[src/rtl/mole_pkg.sv]
// mole_pkg: shared types, LFSR constants and width helper
// for the whack-a-mole round controller.
package mole_pkg;

  typedef enum logic [1:0] {
    GAP  = 2'd0,
    SHOW = 2'd1,
    OVER = 2'd2
  } state_e;

  localparam logic [7:0] LFSR_SEED = 8'hA5;
  // taps 8,6,5,4 -> bits 7,5,4,3
  localparam logic [7:0] LFSR_TAPS = 8'hB8;

  function automatic int clog2(input int v);
    int r;
    r = 0;
    for (int i = 0; i < 31; i++)
      if ((1 << i) < v) r = i + 1;
    return r;
  endfunction

endpackage

[src/rtl/mole_round_ctrl_if.sv]
// mole_round_ctrl_if: game inputs from buttons/switches
// and registered outputs to the display logic.
interface mole_round_ctrl_if #(
  parameter int N_HOLES = 4,
  parameter int LVL_W   = 4,
  parameter int SCORE_W = 8
);
  logic [LVL_W-1:0]   level;
  logic               pause;
  logic [N_HOLES-1:0] hit;
  logic [N_HOLES-1:0] mole_onehot;
  logic [SCORE_W-1:0] score;
  logic [3:0]         lives;
  logic               hit_pulse;
  logic               miss_pulse;
  logic               game_over;

  modport master (
    output level, pause, hit,
    input  mole_onehot, score, lives,
    input  hit_pulse, miss_pulse, game_over
  );

  modport slave (
    input  level, pause, hit,
    output mole_onehot, score, lives,
    output hit_pulse, miss_pulse, game_over
  );
endinterface

[src/rtl/mole_lfsr.sv]
// mole_lfsr: free-running 8-bit Fibonacci LFSR,
// asynchronously restarted to the seed.
module mole_lfsr
  import mole_pkg::*;
(
  input  logic       clk,
  input  logic       restart,
  output logic [7:0] lfsr
);
  logic [7:0] lfsr_d, lfsr_q;

  // shift left, feedback is the parity of the tapped bits
  always_comb lfsr_d = {lfsr_q[6:0], ^(lfsr_q & LFSR_TAPS)};

  // state register
  always_ff @(posedge clk or posedge restart)
    if (restart) lfsr_q <= LFSR_SEED;
    else         lfsr_q <= lfsr_d;

  assign lfsr = lfsr_q;
endmodule

[src/rtl/mole_round_ctrl.sv]
// mole_round_ctrl: tick prescaler, mole lifetime and game FSM.
// Optional macro WRONG_HIT_PENALTY_EN: wrong-hole hits cost a life.
module mole_round_ctrl
  import mole_pkg::*;
#(
  parameter int N_HOLES   = 4,
  parameter int LVL_W     = 4,
  parameter int TICK_DIV  = 100000,
  parameter int LIFE_BASE = 16,
  parameter int LIFE_STEP = 1,
  parameter int LIFE_MIN  = 2,
  parameter int GAP_TICKS = 4,
  parameter int LIVES     = 3,
  parameter int SCORE_W   = 8
)(
  input logic clk,
  input logic restart,
  mole_round_ctrl_if.slave bus
);
  localparam int TW = (clog2(TICK_DIV) < 1) ? 1 : clog2(TICK_DIV);
  localparam int IW = clog2(N_HOLES);
  localparam int PM0 = (LIFE_BASE > GAP_TICKS) ? LIFE_BASE : GAP_TICKS;
  localparam int PMAX = (PM0 > LIFE_MIN) ? PM0 : LIFE_MIN;
  localparam int PW = clog2(PMAX + 1);
  localparam int LW = clog2(LIFE_BASE) + LVL_W + 1;

  localparam logic [1:0] S_GAP  = GAP;
  localparam logic [1:0] S_SHOW = SHOW;
  localparam logic [1:0] S_OVER = OVER;

  logic [TW-1:0]      tick_cnt_d, tick_cnt_q;
  logic [1:0]         state_d, state_q;
  logic [PW-1:0]      phase_d, phase_q;
  logic [IW-1:0]      prev_d, prev_q;
  logic               prev_v_d, prev_v_q;
  logic [N_HOLES-1:0] mole_d, mole_q;
  logic [SCORE_W-1:0] score_d, score_q;
  logic [3:0]         lives_d, lives_q;
  logic               hit_p_d, hit_p_q;
  logic               miss_p_d, miss_p_q;
  logic               over_d, over_q;

  logic               tick;
  logic [7:0]         lfsr;
  logic [IW-1:0]      raw_idx, sel_idx;
  logic signed [LW-1:0] life_raw;
  logic [PW-1:0]      life;
  logic               correct;
  logic               wrong_miss;

  mole_lfsr u_lfsr (
    .clk     (clk),
    .restart (restart),
    .lfsr    (lfsr)
  );

  assign tick = !bus.pause && (tick_cnt_q == TW'(TICK_DIV - 1));
  assign correct = |(bus.hit & mole_q);

`ifdef WRONG_HIT_PENALTY_EN
  assign wrong_miss = |(bus.hit & ~mole_q);
`else
  assign wrong_miss = 1'b0;
`endif

  // level-dependent lifetime, clamped with a signed compare
  always_comb begin
    life_raw = $signed(LW'(LIFE_BASE))
             - $signed(LW'(bus.level) * LW'(LIFE_STEP));
    if (life_raw < $signed(LW'(LIFE_MIN))) life = PW'(LIFE_MIN);
    else                                   life = PW'(life_raw);
  end

  // next hole, bumped by one if it would repeat the last hole
  always_comb begin
    raw_idx = IW'(lfsr % 8'(N_HOLES));
    sel_idx = raw_idx;
    if (prev_v_q && raw_idx == prev_q)
      sel_idx = (raw_idx == IW'(N_HOLES - 1)) ? '0 : raw_idx + IW'(1);
  end

  // prescaler and game FSM next-state
  always_comb begin
    tick_cnt_d = tick_cnt_q;
    state_d    = state_q;
    phase_d    = phase_q;
    prev_d     = prev_q;
    prev_v_d   = prev_v_q;
    mole_d     = mole_q;
    score_d    = score_q;
    lives_d    = lives_q;
    hit_p_d    = 1'b0;
    miss_p_d   = 1'b0;
    over_d     = over_q;
    if (!bus.pause)
      tick_cnt_d = tick ? '0 : tick_cnt_q + TW'(1);
    unique case (state_q)
      S_GAP: begin
        if (tick) begin
          if (phase_q == PW'(GAP_TICKS - 1)) begin
            state_d  = S_SHOW;
            phase_d  = life;
            prev_d   = sel_idx;
            prev_v_d = 1'b1;
            mole_d   = N_HOLES'(1) << sel_idx;
          end else begin
            phase_d = phase_q + PW'(1);
          end
        end
      end
      S_SHOW: begin
        if (!bus.pause) begin
          if (correct) begin
            if (!(&score_q)) score_d = score_q + SCORE_W'(1);
            hit_p_d = 1'b1;
            state_d = S_GAP;
            phase_d = '0;
            mole_d  = '0;
          end else if ((tick && phase_q <= PW'(1)) || wrong_miss) begin
            lives_d  = lives_q - 4'd1;
            miss_p_d = 1'b1;
            phase_d  = '0;
            mole_d   = '0;
            if (lives_q == 4'd1) begin
              state_d = S_OVER;
              over_d  = 1'b1;
            end else begin
              state_d = S_GAP;
            end
          end else if (tick) begin
            phase_d = phase_q - PW'(1);
          end
        end
      end
      S_OVER: begin
        mole_d = '0;
        over_d = 1'b1;
      end
      default: state_d = S_GAP;
    endcase
  end

  // state and output registers, async restart
  always_ff @(posedge clk or posedge restart) begin
    if (restart) begin
      tick_cnt_q <= '0;
      state_q    <= S_GAP;
      phase_q    <= '0;
      prev_q     <= '0;
      prev_v_q   <= 1'b0;
      mole_q     <= '0;
      score_q    <= '0;
      lives_q    <= 4'(LIVES);
      hit_p_q    <= 1'b0;
      miss_p_q   <= 1'b0;
      over_q     <= 1'b0;
    end else begin
      tick_cnt_q <= tick_cnt_d;
      state_q    <= state_d;
      phase_q    <= phase_d;
      prev_q     <= prev_d;
      prev_v_q   <= prev_v_d;
      mole_q     <= mole_d;
      score_q    <= score_d;
      lives_q    <= lives_d;
      hit_p_q    <= hit_p_d;
      miss_p_q   <= miss_p_d;
      over_q     <= over_d;
    end
  end

  assign bus.mole_onehot = mole_q;
  assign bus.score       = score_q;
  assign bus.lives       = lives_q;
  assign bus.hit_pulse   = hit_p_q;
  assign bus.miss_pulse  = miss_p_q;
  assign bus.game_over   = over_q;
endmodule

[src/flat_wrapper.sv]
// flat-port wrapper written by rule: the top's interface ports become plain ports
module mole_round_ctrl_flat import mole_pkg::*;
#(
  parameter int N_HOLES   = 4,
  parameter int LVL_W     = 4,
  parameter int TICK_DIV  = 100000,
  parameter int LIFE_BASE = 16,
  parameter int LIFE_STEP = 1,
  parameter int LIFE_MIN  = 2,
  parameter int GAP_TICKS = 4,
  parameter int LIVES     = 3,
  parameter int SCORE_W   = 8
)
  (clk, restart, bus_level, bus_pause, bus_hit, bus_mole_onehot, bus_score, bus_lives, bus_hit_pulse, bus_miss_pulse, bus_game_over);
  mole_round_ctrl_if #(.N_HOLES(N_HOLES), .LVL_W(LVL_W), .SCORE_W(SCORE_W)) bus_i ();
  input logic clk;
  input logic restart;
  input wire logic [$bits(bus_i.level)-1:0] bus_level;
  input wire logic [$bits(bus_i.pause)-1:0] bus_pause;
  input wire logic [$bits(bus_i.hit)-1:0] bus_hit;
  output wire logic [$bits(bus_i.mole_onehot)-1:0] bus_mole_onehot;
  output wire logic [$bits(bus_i.score)-1:0] bus_score;
  output wire logic [$bits(bus_i.lives)-1:0] bus_lives;
  output wire logic [$bits(bus_i.hit_pulse)-1:0] bus_hit_pulse;
  output wire logic [$bits(bus_i.miss_pulse)-1:0] bus_miss_pulse;
  output wire logic [$bits(bus_i.game_over)-1:0] bus_game_over;
  assign bus_i.level = bus_level;
  assign bus_i.pause = bus_pause;
  assign bus_i.hit = bus_hit;
  assign bus_mole_onehot = bus_i.mole_onehot;
  assign bus_score = bus_i.score;
  assign bus_lives = bus_i.lives;
  assign bus_hit_pulse = bus_i.hit_pulse;
  assign bus_miss_pulse = bus_i.miss_pulse;
  assign bus_game_over = bus_i.game_over;
  mole_round_ctrl #(.N_HOLES(N_HOLES), .LVL_W(LVL_W), .TICK_DIV(TICK_DIV), .LIFE_BASE(LIFE_BASE), .LIFE_STEP(LIFE_STEP), .LIFE_MIN(LIFE_MIN), .GAP_TICKS(GAP_TICKS), .LIVES(LIVES), .SCORE_W(SCORE_W)) u_core (.clk(clk), .restart(restart), .bus(bus_i));
endmodule
[config.mk]
export PLATFORM = sky130hd
export DESIGN_NAME = mole_round_ctrl_flat
export DESIGN_NICKNAME = d
export VERILOG_FILES = /design/src/rtl/mole_pkg.sv /design/src/rtl/mole_round_ctrl_if.sv /design/src/rtl/mole_lfsr.sv /design/src/rtl/mole_round_ctrl.sv /design/src/flat_wrapper.sv
export SDC_FILE = /design/constraint.sdc
export NUM_CORES = 1
export LEC_CHECK = 0
export ABC_AREA = 1
export CAP_MARGIN = 25
export CORE_ASPECT_RATIO = 0.6
export CORE_UTILIZATION = 60
export CTS_BUF_LIST = sky130_fd_sc_hd__clkbuf_8
export CTS_CLUSTER_SIZE = 40
export DETAILED_ROUTE_END_ITERATION = 12
export PLACE_DENSITY = 0.83
export SETUP_SLACK_MARGIN = 0.15
export SYNTH_ARGS = -nofsm -noshare
export SYNTH_HDL_FRONTEND = slang
export SYNTH_SLANG_ARGS = --single-unit
export TNS_END_PERCENT = 100
[constraint.sdc]
create_clock -name clk -period 2.1 [get_ports clk]
set_input_delay 0.525 -clock clk [delete_from_list [all_inputs] [get_ports clk]]
set_output_delay 0.525 -clock clk [all_outputs]
set_load 0.1 [all_outputs]
== Word-level counts from Yosys, hierarchy flattened ==
Index checks and enable logic that the tools add are counted.
Widths: inputs -> output; s select.

* Add/sub/neg operators: 7
* Magnitude comparators: 2
* Eq/ne operators: 15
* Shift operators: 1
* Muxes and demuxes: 36
* Bitwise logic cells: 5
* Reductions and logical operators: 18

{| class="wikitable"
|+ Operators with widths
! cell !! count
|-
| $mux 5 || 7
|-
| $mux 4 || 5
|-
| $add 17x1->17 const B || 1
|-
| $eq 17x17->1 const B || 1
|-
| $mux 17 || 1
|-
| $mux 2 || 8
|-
| $reduce_and 5->1 || 3
|-
| $pmux 4 s3 || 1
|-
| $reduce_and 4->1 || 3
|-
| $mux 1 || 11
|-
| $pmux 5 s2 || 1
|-
| $lt 9x3->1 const B || 1
|-
| $add 8x1->8 const B || 1
|-
| $ne 2x1->1 const B || 4
|-
| $reduce_and 8->1 || 1
|-
| $reduce_xor 8->1 || 1
|-
| $pmux 2 s3 || 1
|-
| $sub 5x4->6 const A || 1
|-
| $add 5x1->5 const B || 1
|-
| $eq 5x2->1 const B || 1
|-
| $le 5x1->1 const B || 1
|-
| $sub 5x1->5 const B || 1
|-
| $and 4x4->4 || 1
|-
| $eq 2x2->1 const B || 2
|-
| other kinds (18) || 25
|}

* Register bits after elaboration: 54
* Input bits: 11
* Output and inout port bits: 19
* Word-level logic and storage cells: 96

== Depth between registers and ports, before layout ==
Gate-level depths: netlist of run 1.

* Word-level depth: 7
* Gate-level depth with buffers: 13
* Gate-level depth less buffers: 13

== Modules after synthesis ==
From an unflattened synthesis of run 1, not the netlist that was laid out.

* Cells, all modules: 421
* Area, all modules: 3331.9 µm²

{| class="wikitable"
|+ By module, submodules not included
! module !! instances !! cells each !! area each (µm²) !! sequential area each (µm²)
|-
| mole_round_ctrl || 1 || 390 || 3006.6 || 1153.6
|-
| mole_lfsr || 1 || 31 || 325.3 || 205.2
|}

== Worst setup path after synthesis of run 1 ==
OpenSTA, ideal clock, no wires.

* Path type: flip-flop to flip-flop
* Start: reg u_core.score_q[1], in the netlist u_core.bus.score[1]
* End: reg u_core.score_q[3], in the netlist u_core.bus.score[3]
* Setup time: 76 ps
* Arrival time: 2032 ps
* Required time: 2024 ps
* Setup slack: -8 ps
* Cell stages (with the launch flop): 9
* Buffers on the path: 1
* Period minus slack after synthesis: 2108 ps
* Cell sequence: dfrtp_1 > ha_1 > inv_1 > nor2_1 > inv_1 > o21ai_2 > buf_2 > nand2_1 > o21ai_1

* Word-level cells in the longest chain between the ends: 3
* Elaborated cells between the ends (all ways): 4
* Classes of those cells: add/sub (1); bitwise (1); reduce/logical (2)

{| class="wikitable"
|+ Ends and longest elaborated chain
! element !! line !! source
|-
| start, declared || mole_round_ctrl.sv:37 || <nowiki>logic [SCORE_W-1:0] score_d, score_q;</nowiki>
|-
| start signal, assigned || mole_round_ctrl.sv:164 || <nowiki>score_q <= score_d;</nowiki>
|-
| branches (longest 3 deep; another with $add 8x1->8) || n/a ||
|}

Several ways; the timed one is not identified.
A chain may end at the register's enable or synchronous reset.

== Worst setup path after layout of run 1 ==
* Start: reg u_core.phase_q[0]
* End: reg u_core.mole_q[0], in the netlist u_core.bus.mole_onehot[0]

* Word-level cells in the longest chain between the ends: 4
* Elaborated cells between the ends (all ways): 6
* Classes of those cells: order compare (1); eq/ne (3); reduce/logical (2)

{| class="wikitable"
|+ Ends and longest elaborated chain
! element !! line !! source
|-
| start, declared || mole_round_ctrl.sv:33 || <nowiki>logic [PW-1:0] phase_d, phase_q;</nowiki>
|-
| start signal, assigned || mole_round_ctrl.sv:160 || <nowiki>phase_q <= phase_d;</nowiki>
|-
| $le 5x1->1 || mole_round_ctrl.sv:119 || <nowiki>end else if ((tick && phase_q <= PW'(1)) || wrong_miss) begin</nowiki>
|-
| $logic_and 1x1->1 || mole_round_ctrl.sv:119 ||
|-
| $ne 3x1->1 (no line) || n/a ||
|-
| $reduce_and 5->1 (no line) * || n/a ||
|-
| end signal, assigned || mole_round_ctrl.sv:163 || <nowiki>mole_q <= mole_d;</nowiki>
|-
| end, declared || mole_round_ctrl.sv:36 || <nowiki>logic [N_HOLES-1:0] mole_d, mole_q;</nowiki>
|}

Every way passes the cells marked *; elsewhere a longest branch is shown, timed or not.

==> results of run 1 <==
area by class of cell:
type,instances,share of cell area
Tap cell,66,0.0209
Sequential cell,54,0.345
Clock inverter,3,0.00474
Inverter,71,0.0686
Clock buffer,5,0.0174
Timing Repair Buffer,36,0.107
Multi-Input combinational cell,291,0.436
stage by stage:
stage / util / cells / worst slack, ps / TNS, ps
6_report: 0.757 / 526 / 266 / 0
3_3_place_gp: 0.738 / 517 / -33.0 / -33.0
3_5_place_dp: 0.738 / 517 / -21.4 / -21.4
5_1_grt: 0.757 / 526 / 142 / 0
4_1_cts: 0.755 / 525 / 276 / 0
2_1_floorplan: - / 419 / 154 / 0
cells in the mapped netlist:
master                     count  area share
sky130_fd_sc_hd__nor3_4        1      0.0048
sky130_fd_sc_hd__o21ai_1      11       0.016
sky130_fd_sc_hd__clkinv_4      1      0.0026
sky130_fd_sc_hd__o21ai_2       1      0.0026
sky130_fd_sc_hd__nor3b_1       3      0.0067
sky130_fd_sc_hd__inv_2         6      0.0067
sky130_fd_sc_hd__or2_2         2      0.0037
sky130_fd_sc_hd__or2_1         1      0.0019
sky130_fd_sc_hd__ha_1         13       0.048
sky130_fd_sc_hd__nor2_1       32       0.036
sky130_fd_sc_hd__nand3_4       5       0.026
sky130_fd_sc_hd__nand2_8       2       0.012
sky130_fd_sc_hd__nand4_1      16       0.030
sky130_fd_sc_hd__nor2_8        2       0.012
sky130_fd_sc_hd__inv_1        64       0.071
sky130_fd_sc_hd__a21oi_1      10       0.015
sky130_fd_sc_hd__nand4_2       1      0.0037
sky130_fd_sc_hd__buf_4         1      0.0022
sky130_fd_sc_hd__xnor2_1       9       0.023
sky130_fd_sc_hd__nand2_1     103        0.11
sky130_fd_sc_hd__dfstp_2       6       0.047
sky130_fd_sc_hd__nand3_2       4       0.012
sky130_fd_sc_hd__o21a_1        1      0.0022
sky130_fd_sc_hd__nor2_4        3       0.010
sky130_fd_sc_hd__buf_2         2      0.0030
sky130_fd_sc_hd__dfrtp_1      48        0.36
sky130_fd_sc_hd__nor3_1        7       0.010
sky130_fd_sc_hd__nand3_1      26       0.039
sky130_fd_sc_hd__o22ai_2       2      0.0074
sky130_fd_sc_hd__xor2_1       12       0.031
sky130_fd_sc_hd__and3_1        2      0.0037
sky130_fd_sc_hd__nor3_2        2      0.0059
sky130_fd_sc_hd__nor2_2        6       0.011
sky130_fd_sc_hd__o21ai_0       9       0.013
sky130_fd_sc_hd__nand2_4       1      0.0033
sky130_fd_sc_hd__nand2_2       4      0.0074
power by group:
part           switching [mW]  internal [mW]  total (mW)
combinational           0.275          0.165       0.440
sequential              0.137           1.14        1.27
clock                   0.341          0.231       0.571
total                   0.753           1.53        2.28
logic make-up (layout without fill, tap and decap cells):
kind of cell	count (synthesis)	in the layout
flops	54	54
buf+inv	74	115
fa+ha+maj	13	13
xor+xnor	21	21
simple gates	223	223
compound gates	34	34
state kept, by name, summed over array words and instances (netlist names), 2 cells and up:
register,count
u_core.state_q,2
u_core.phase_q,5
u_core.prev_q,2
u_core.tick_cnt_q,17
u_core.u_lfsr.lfsr,8
u_core.bus.score,8
u_core.bus.lives,4
u_core.bus.mole_onehot,4
routing by layer:
layer	wire, um	track usage
met1	3680	0.399
met4	30	0.0618
met2	3080	0.410
met5	0	0
met3	352	0.0456
worst max-delay path: cells and delay by family, from the launching register on:
family                     cells  cell delay, ps
buffers and inverters          3             320
adders and majority gates      1             200
DFF                            1             440
and+or+nand+nor                5             700
AOI/OAI and AO/OA              1              90
timing repair:
| item | 4_1_cts | 5_1_grt |
|---|---|---|
| setup buffers | 0 | 1 |
| setup endpoints to repair | 0 | 5 |
| resized for setup | 0 | 4 |
final timing paths:
check | from | endpoint | slack [ps] | cells after the start
worst min-delay path | u_core.u_lfsr.lfsr[6] | u_core.u_lfsr.lfsr[7] | 360 | 0
min in group asynchronous | restart | u_core.tick_cnt_q[14] | 490 | 2
worst max-delay path | u_core.phase_q[0] | u_core.bus.mole_onehot[0] | 270 | 10
worst max register to register | u_core.phase_q[0] | u_core.bus.mole_onehot[0] | 270 | 10
worst min register to register | u_core.u_lfsr.lfsr[6] | u_core.u_lfsr.lfsr[7] | 360 | 0
max in group asynchronous | restart | u_core.bus.lives[1] | 1030 | 3
==> results.ini, run 1 <==
[outcome]
run_status = finished, final reports clean

[synthesis]
synth_fa_ha_area_frac = 0.0482
post_synthesis_compound_gate_area_fraction = 0.0567
postSynthAreaPerCell_sq_um = 8.06
post_synth_inst_count = 419
post_synth_xor_area_fraction = 0.0545
synth-simple-area-share = 0.352
synth.ff_latch_count = 54
synthesis.yosys.warnings = 0
yosys.cell_types.count = 36
synth.cell_area_sq_um = 3380
post_synth_mux_area_share = 0
synth_fp_nets = 443
synth_top_family_by_area = simple AND/OR/NAND/NOR gates
synth_sequential_area_ratio = 0.403

[cells_and_area]
final.fill_count = 365
syn2layout_area_growth_pct = 17.3
n_antenna_cell = 0
nets = 483
multi_input_comb_area_sq_um = 1730
register_area_sq_um = 1370
layout.cells.most_common = sky130_fd_sc_hd__nand2_1
final_layout_size_suffix_gt1_frac = 0.198
layout_common_cells = sky130_fd_sc_hd__nand2_1, sky130_fd_sc_hd__inv_1, sky130_fd_sc_hd__dfrtp_1, sky130_fd_sc_hd__nor2_1, sky130_fd_sc_hd__nand3_1
layout.cell_area.non_filler_sq_um = 3960

[sta]
holdWs_ps = 358
grt_setup_unrepaired = no
worst_pin_slew_ps = 541
max-slew-margin-rel = 0.639
hold_violations = 0
timing.fmax_ghz = 0.545
post_layout_minimum_cycle_time_ps = 1830
slew_viol_final = 0
finalSetupViolCount = 0
finalCritPeriodShare = 0.874
fin_worst_skew_ps = 3.45

[clocking]
cts-root-to-sink-buffers = 2
cts_made_buffers = 5
clock_tree.root_cell = sky130_fd_sc_hd__clkbuf_8
clock-sinks = 54
htreeDepth = 2
clock_latency_ps = 310
worst_setup_hold_path_clk_slew_ps = 90
cts_hold_buf = 0
cts_tree = built

[power]
power.static_leakage_nw = 1.99
power_density_over_the_cells_nw_per_um2 = 577
totalPowerFinal_mw = 2.28
vdd.ir_drop.worst_mv = 0.284

[global_routing]
maximum_number_of_pins_on_one_net_before_global_route_repair = 41
grt-ovfl-total = 0
globalRouteTotalUtil = 0.268
first_pass_grt_wire_length_mm = 12.2
number_of_antenna_violations_at_the_first_check_in_global_routing = 0
first_global_vias = 2618

[run]
max_cap_viol_count = 0

[hold_path]
hold_path_class = register to register

[critical_path]
worstPathArrival_ps = 2080
crit_type = register to register
timing.critical_path.slowest_cell_delay_ps = 440
critPathMaxFanout = 7
critical_path_required_ps = 2350
critPathCaptureType = register
crit_chain = ha_1, inv_1, nor2_1, nand2_2, inv_2, o21ai_1, nor2_2, buf_4, nand4_1, nand2_1
worstSetupStartpointType = register
worst_path_max_delay_cell = sky130_fd_sc_hd__dfrtp_2

[floorplan]
number_of_placed_i_o_pins = 30
total_die_area_sq_um = 5940
die_height_um = 60.1
core_region_area_sq_um = 5230
floorplan.initialDensity = 0.645
count_of_standard_cell_rows = 20
die_x_um = 98.8

[placed_design]
detailed_place.area_sq_um = 3860
dp.final_hpwl_mm = 5.59
placement.io_buffers = 29
gp_congestion = 0.848

[detailed_routing]
route.detailed.drc = 0
vias_per_inst = 5.35
final_antenna_net_count = 0
drt_pre_antenna_iters = 5
routedWlPerCell_um = 13.6
finalWirelength_mm = 7.14
number_of_vias_in_the_routed_layout = 2816
first_iter_violations = 196

No activity file was read; power rests on OpenSTA's default activity.
==> run 2: changes to the inputs <==
Settings changed: CORE_UTILIZATION 60 to 65, PLACE_DENSITY 0.83 to 0.88.
Clock period 2.1 ns to 2.2 ns, I/O delays scaled along.
==> run 2 against run 1 <==
Clock power is essentially flat. Die area shrank 7.5%. Highest routed layer unchanged. Flip-flop and latch count is the same. Count of clock-buffer cells in the layout is the same. Non-clock buffer count shrank 1. Critical path type is now input pin to register. Sequential share of layout area grew 0.80 points. Sequential power shrank 3%. Worst hold slack is essentially flat. Final cell count shrank 0.76%. Largest power group unchanged. Register-to-register slack gained 120 ps. Worst setup slack gained 66 ps. First-iteration DRC count shrank 13%. Critical endpoint is now u_core.bus.mole_onehot[2].
==> results.ini, run 2 (synthesis gave the netlist of run 1 again) <==
[critical_path]
critPathCaptureType = register
worstPathArrival_ps = 2080
crit_chain = clkdlybuf4s50_1, nor2_1, nand2_2, nor2_8, nand3_4, nand3_4, nand3_4, nand2_1, nand2_1
crit_type = input pin to register
worstSetupStartpointType = input pin
worst_path_max_delay_cell = sky130_fd_sc_hd__clkdlybuf4s50_1
worst_path_most_repeated_cell = sky130_fd_sc_hd__nand3_4
critical_path_required_ps = 2410
timing.critical_path.slowest_cell_delay_ps = 570
critPathMaxFanout = 8

[global_routing]
maximum_number_of_pins_on_one_net_before_global_route_repair = 38
first_global_vias = 2741
grt-ovfl-total = 0
first_pass_grt_wire_length_mm = 12.5
number_of_antenna_violations_at_the_first_check_in_global_routing = 0
globalRouteTotalUtil = 0.297

[sta]
finalSetupViolCount = 0
slew_viol_final = 0
fin_worst_skew_ps = 7.87
timing.fmax_ghz = 0.535
hold_violations = 0
post_layout_minimum_cycle_time_ps = 1870
totalNegativeSetupSlack_ps = 0
worst_pin_slew_ps = 558
finalCritPeriodShare = 0.849
max-slew-margin-rel = 0.628
grt_setup_unrepaired = no

[detailed_routing]
first_iter_violations = 170
number_of_vias_in_the_routed_layout = 2863
routedWlPerCell_um = 13.9
vias_per_inst = 5.48
drt_pre_antenna_iters = 4
finalWirelength_mm = 7.28
final_antenna_net_count = 0
route.detailed.drc = 0

[cells_and_area]
n_antenna_cell = 0
final_layout_size_suffix_gt1_frac = 0.185
layout_common_cells = sky130_fd_sc_hd__nand2_1, sky130_fd_sc_hd__inv_1, sky130_fd_sc_hd__dfrtp_1, sky130_fd_sc_hd__nor2_1, sky130_fd_sc_hd__nand3_1
syn2layout_area_growth_pct = 14.2
largest_register_ffs = 17
regMostFlops = u_core.tick_cnt_q
layout.cells.most_common = sky130_fd_sc_hd__nand2_1
nets = 482

[placed_design]
gp_congestion = 0.894
placement.io_buffers = 29
dp.final_hpwl_mm = 5.63

[clocking]
ctsResizeCount = 0
cts-root-to-sink-buffers = 2
htreeDepth = 2
clock_tree.root_cell = sky130_fd_sc_hd__clkbuf_8
cts_made_buffers = 5
cts_tree = built
clock_latency_ps = 310
post_cts_buffers = 0
clock-sinks = 54
cts_hold_buf = 0
worst_setup_hold_path_clk_slew_ps = 100

[power]
totalPowerFinal_mw = 2.22
power.static_leakage_nw = 1.98
power_density_over_the_cells_nw_per_um2 = 575
vdd.ir_drop.worst_mv = 0.415

[run]
max_cap_viol_count = 0

[floorplan]
core_region_area_sq_um = 4780
number_of_placed_i_o_pins = 30
total_die_area_sq_um = 5490
die_height_um = 57.8
floorplan.initialDensity = 0.706
die_x_um = 95.0
count_of_standard_cell_rows = 19

[hold_path]
hold_path_class = register to register

[outcome]
run_status = finished, final reports clean

[run 2: changes by cell type in the layout (fill, tap and decap cells not counted), sizes merged]
cell and change:
inv +1, buf -1, clkinv +1, clkinvlp -2, clkdlybuf4s50 +1, dlymetal6s2s -1
[run 2: stage by stage]
step / hold slack (ps) / instance area [sq um] / util / std cells / setup slack, ps
finish: 358 / 3860 / 0.807 / 522 / 332
global route: 363 / 3860 / 0.807 / 522 / 201
CTS: 360 / 3850 / 0.807 / 522 / 344
detailed placement: 345 / 3760 / 0.788 / 514 / 25.9
global placement: 334 / 3760 / 0.788 / 514 / 86.3
floorplan: 333 / 3380 / - / 419 / 208
[run 2: power breakdown]
| part | internal (mW) | switching (mW) |
|---|---|---|
| Combinational | 0.157 | 0.267 |
| Sequential | 1.08 | 0.142 |
| Clock | 0.227 | 0.341 |
| Total | 1.47 | 0.749 |
[run 2: final timing paths]
path | cells past startpoint | from | to | slack, ps
worst max-delay path | 9 | bus_pause | u_core.bus.mole_onehot[2] | 330
worst min-delay path | 0 | u_core.u_lfsr.lfsr[6] | u_core.u_lfsr.lfsr[7] | 360
worst max register to register | 10 | u_core.phase_q[0] | u_core.bus.mole_onehot[2] | 390
worst min register to register | 0 | u_core.u_lfsr.lfsr[6] | u_core.u_lfsr.lfsr[7] | 360
max in group asynchronous | 3 | restart | u_core.bus.lives[0] | 1350
min in group asynchronous | 3 | restart | u_core.tick_cnt_q[1] | 580
[run 2: critical path: cells and delay by family]
kind / cells / cell delay (ps)
and+or+nand+nor: 8 / 950
buffers and inverters: 1 / 570
[run 2: per-layer routing]
layer	part of all wire	track usage	vias to the layer above
li1	-	-	1404
met1	0.48	0.434	1347
met2	0.44	0.459	104
met3	0.066	0.0604	8
met4	0.0082	0.0714	0
met5	0	0	-
[run 2: final cells by class]
| cell class | instances | area [sq um] |
|---|---|---|
| Clock buffer | 5 | 68.8 |
| Tap cell | 63 | 78.8 |
| Clock inverter | 3 | 21.3 |
| Multi-Input combinational cell | 291 | 1730 |
| Sequential cell | 54 | 1360 |
| Fill cell | 319 | 922 |
| Inverter | 71 | 272 |
| Timing Repair Buffer | 35 | 325 |
==> run 3: changes to the inputs <==
Settings changed: CORE_UTILIZATION 65 to 60, PLACE_DENSITY 0.88 to 0.83.
Clock period 2.2 ns to 1.9 ns, I/O delays scaled along.
==> run 3 against run 2 <==
Register-to-register slack lost 170 ps. Worst hold slack gained 10 ps. Clock power grew 39%. Final cell count grew 3.8%. Utilization grew 1.5 points. Largest cell class unchanged.
==> results.ini, run 3 (synthesis gave the netlist of run 1 again) <==
[outcome]
run_status = finished, final reports clean

[cells_and_area]
layout_common_cells = sky130_fd_sc_hd__nand2_1, sky130_fd_sc_hd__inv_1, sky130_fd_sc_hd__dfrtp_1, sky130_fd_sc_hd__nor2_1, sky130_fd_sc_hd__nand3_1
layout.cells.most_common = sky130_fd_sc_hd__nand2_1
stdcell_count = 542
nets = 499
layout.cell_area.non_filler_sq_um = 4300
syn2layout_area_growth_pct = 27.3
regMostFlops = u_core.tick_cnt_q
largest_register_ffs = 17
n_antenna_cell = 0
final_layout_size_suffix_gt1_frac = 0.252
final.fill_count = 323

[clocking]
worst_setup_hold_path_clk_slew_ps = 110
cts-root-to-sink-buffers = 2
cts_hold_buf = 0
clock-sinks = 54
clock_tree.root_cell = sky130_fd_sc_hd__clkbuf_8
cts_tree = built
cts_made_buffers = 5
clock_latency_ps = 320
htreeDepth = 2

[critical_path]
worstPathArrival_ps = 1900
rr_worst_depth = 10
crit_chain = ha_2, inv_1, nor2_2, nand2_2, inv_2, o21ai_1, nor2_2, nand3_4, nand2_1, nand2_1
critical_path_required_ps = 2120
critPathTopFamily = simple AND/OR/NAND/NOR gates
worstSetupStartpointType = register
timing.critical_path.slowest_cell_delay_ps = 410
worst_path_max_delay_cell = sky130_fd_sc_hd__dfrtp_1
path_buf_inv = 2
crit_type = register to register
critPathCaptureType = register
timing.critical_path.from = u_core.phase_q[1]
r2r-start = u_core.phase_q[1]
critPathMaxFanout = 5
path_depth = 10

[power]
power_density_over_the_cells_nw_per_um2 = 631
p_int_mw = 1.85
power.switching_mw = 0.867
power.static_leakage_nw = 2.11
vdd.ir_drop.worst_mv = 0.625
switching_share = 0.320
pwr-share-clk = 0.290
share_comb_of_total_power = 0.190
power_frac_seq = 0.519

[sta]
timing.fmax_ghz = 0.595
finalSetupViolCount = 0
grt_setup_unrepaired = no
max-slew-margin-rel = 0.749
post-route-worst-setup-slack_ps = 220
post_layout_minimum_cycle_time_ps = 1680
worst_pin_slew_ps = 375
slew_viol_final = 0
finalCritPeriodShare = 0.884
hold_violations = 0
fin_worst_skew_ps = 12.1

[detailed_routing]
routedWlPerCell_um = 14.3
number_of_vias_in_the_routed_layout = 2949
finalWirelength_mm = 7.78
route.detailed.drc = 0
final_antenna_net_count = 0
vias_per_inst = 5.44
drt_pre_antenna_iters = 7
first_iter_violations = 239

[floorplan]
core_region_area_sq_um = 5230
die_height_um = 60.1
number_of_placed_i_o_pins = 30
floorplan.initialDensity = 0.645
total_die_area_sq_um = 5940
count_of_standard_cell_rows = 20
die_x_um = 98.8

[global_routing]
grtUsageMet3 = 0.0550
globalRouteTotalUtil = 0.280
grt_use_met1 = 0.380
first_pass_grt_wire_length_mm = 12.7
top_usage_layer = met2
grt-ovfl-total = 0
globalRouteMet2Util = 0.468
number_of_antenna_violations_at_the_first_check_in_global_routing = 0
first_global_vias = 2775
maximum_number_of_pins_on_one_net_before_global_route_repair = 25

[placed_design]
detailed_place.area_sq_um = 4130
place_worst_setup_slack_ps = -150
dp.final_hpwl_mm = 5.94
cell_count_post_placement = 532
placement.io_buffers = 29
gp_congestion = 0.867

[run]
max_cap_viol_count = 0

[hold_path]
hold_start = u_core.u_lfsr.lfsr[6]
holdPathStages = 0
hold_path_class = register to register

-- run 3: cell count changes in the layout (fill, tap and decap cells not counted), sizes merged --
cell and delta:
bufinv +1, clkinvlp +3, buf +17, dlymetal6s2s +2
clkdlybuf4s50 -2, clkinv -1, inv -3
-- run 3: path summary, 6_finish.rpt --
path | endpoint | slack (ps)
worst max-delay path | u_core.bus.mole_onehot[2] | 220
worst min-delay path | u_core.u_lfsr.lfsr[7] | 370
worst max register to register | u_core.bus.mole_onehot[2] | 220
worst min register to register | u_core.u_lfsr.lfsr[7] | 370
max in group asynchronous | u_core.u_lfsr.lfsr[7] | 940
min in group asynchronous | u_core.state_q[1] | 480
-- run 3: metrics by stage --
step                      total power [mW]  TNS (ps)  utilization  hold WS (ps)
after floorplan                       1.76         0            -           333
after global placement                1.89      -809        0.789           335
after detailed placement              1.92     -1710        0.789           348
after CTS                             2.71         0        0.811           375
after global routing                  2.84         0        0.822           397
final                                 2.71         0        0.822           368
-- run 3: metal layers --
layer / routed length, um / vias up
li1: - / 1439
met3: 557 / 12
met1: 3530 / 1373
met5: 0 / -
met2: 3610 / 125
met4: 82 / 0
-- run 3: area by class of cell --
cell class	count	area [sq um]	share of cell area
inverter	71	275	0.0640
timing repair buffer	52	687	0.160
multi-input combinational	291	1760	0.410
clock inverter	3	45.0	0.0105
tap	66	82.6	0.0192
clock buffer	5	68.8	0.0160
sequential	54	1380	0.321
-- run 3: timing repair --
item,CTS,global route
gates resized for setup,0,12
buffers inserted,0,2
endpoints found under the hold margin,0,0
setup endpoints to repair,0,25
-- run 3: worst register-to-register path: cells and delay by family (launching register included) --
kind | cells | cell delay, ps
flip-flops | 1 | 410
AND/OR/NAND/NOR | 6 | 720
AO/OA/AOI/OAI | 1 | 110
adder cells (fa/ha/maj) | 1 | 210
buffers and inverters | 2 | 140
-- run 3: power groups by stage --
stage	combinational (mW)	clock [mW]	sequential, mW
after floorplan	0.376	0	1.38
after global placement	0.480	0	1.41
after detailed placement	0.507	0	1.41
after CTS	0.511	0.800	1.40
after global routing	0.580	0.846	1.42
final	0.516	0.787	1.41
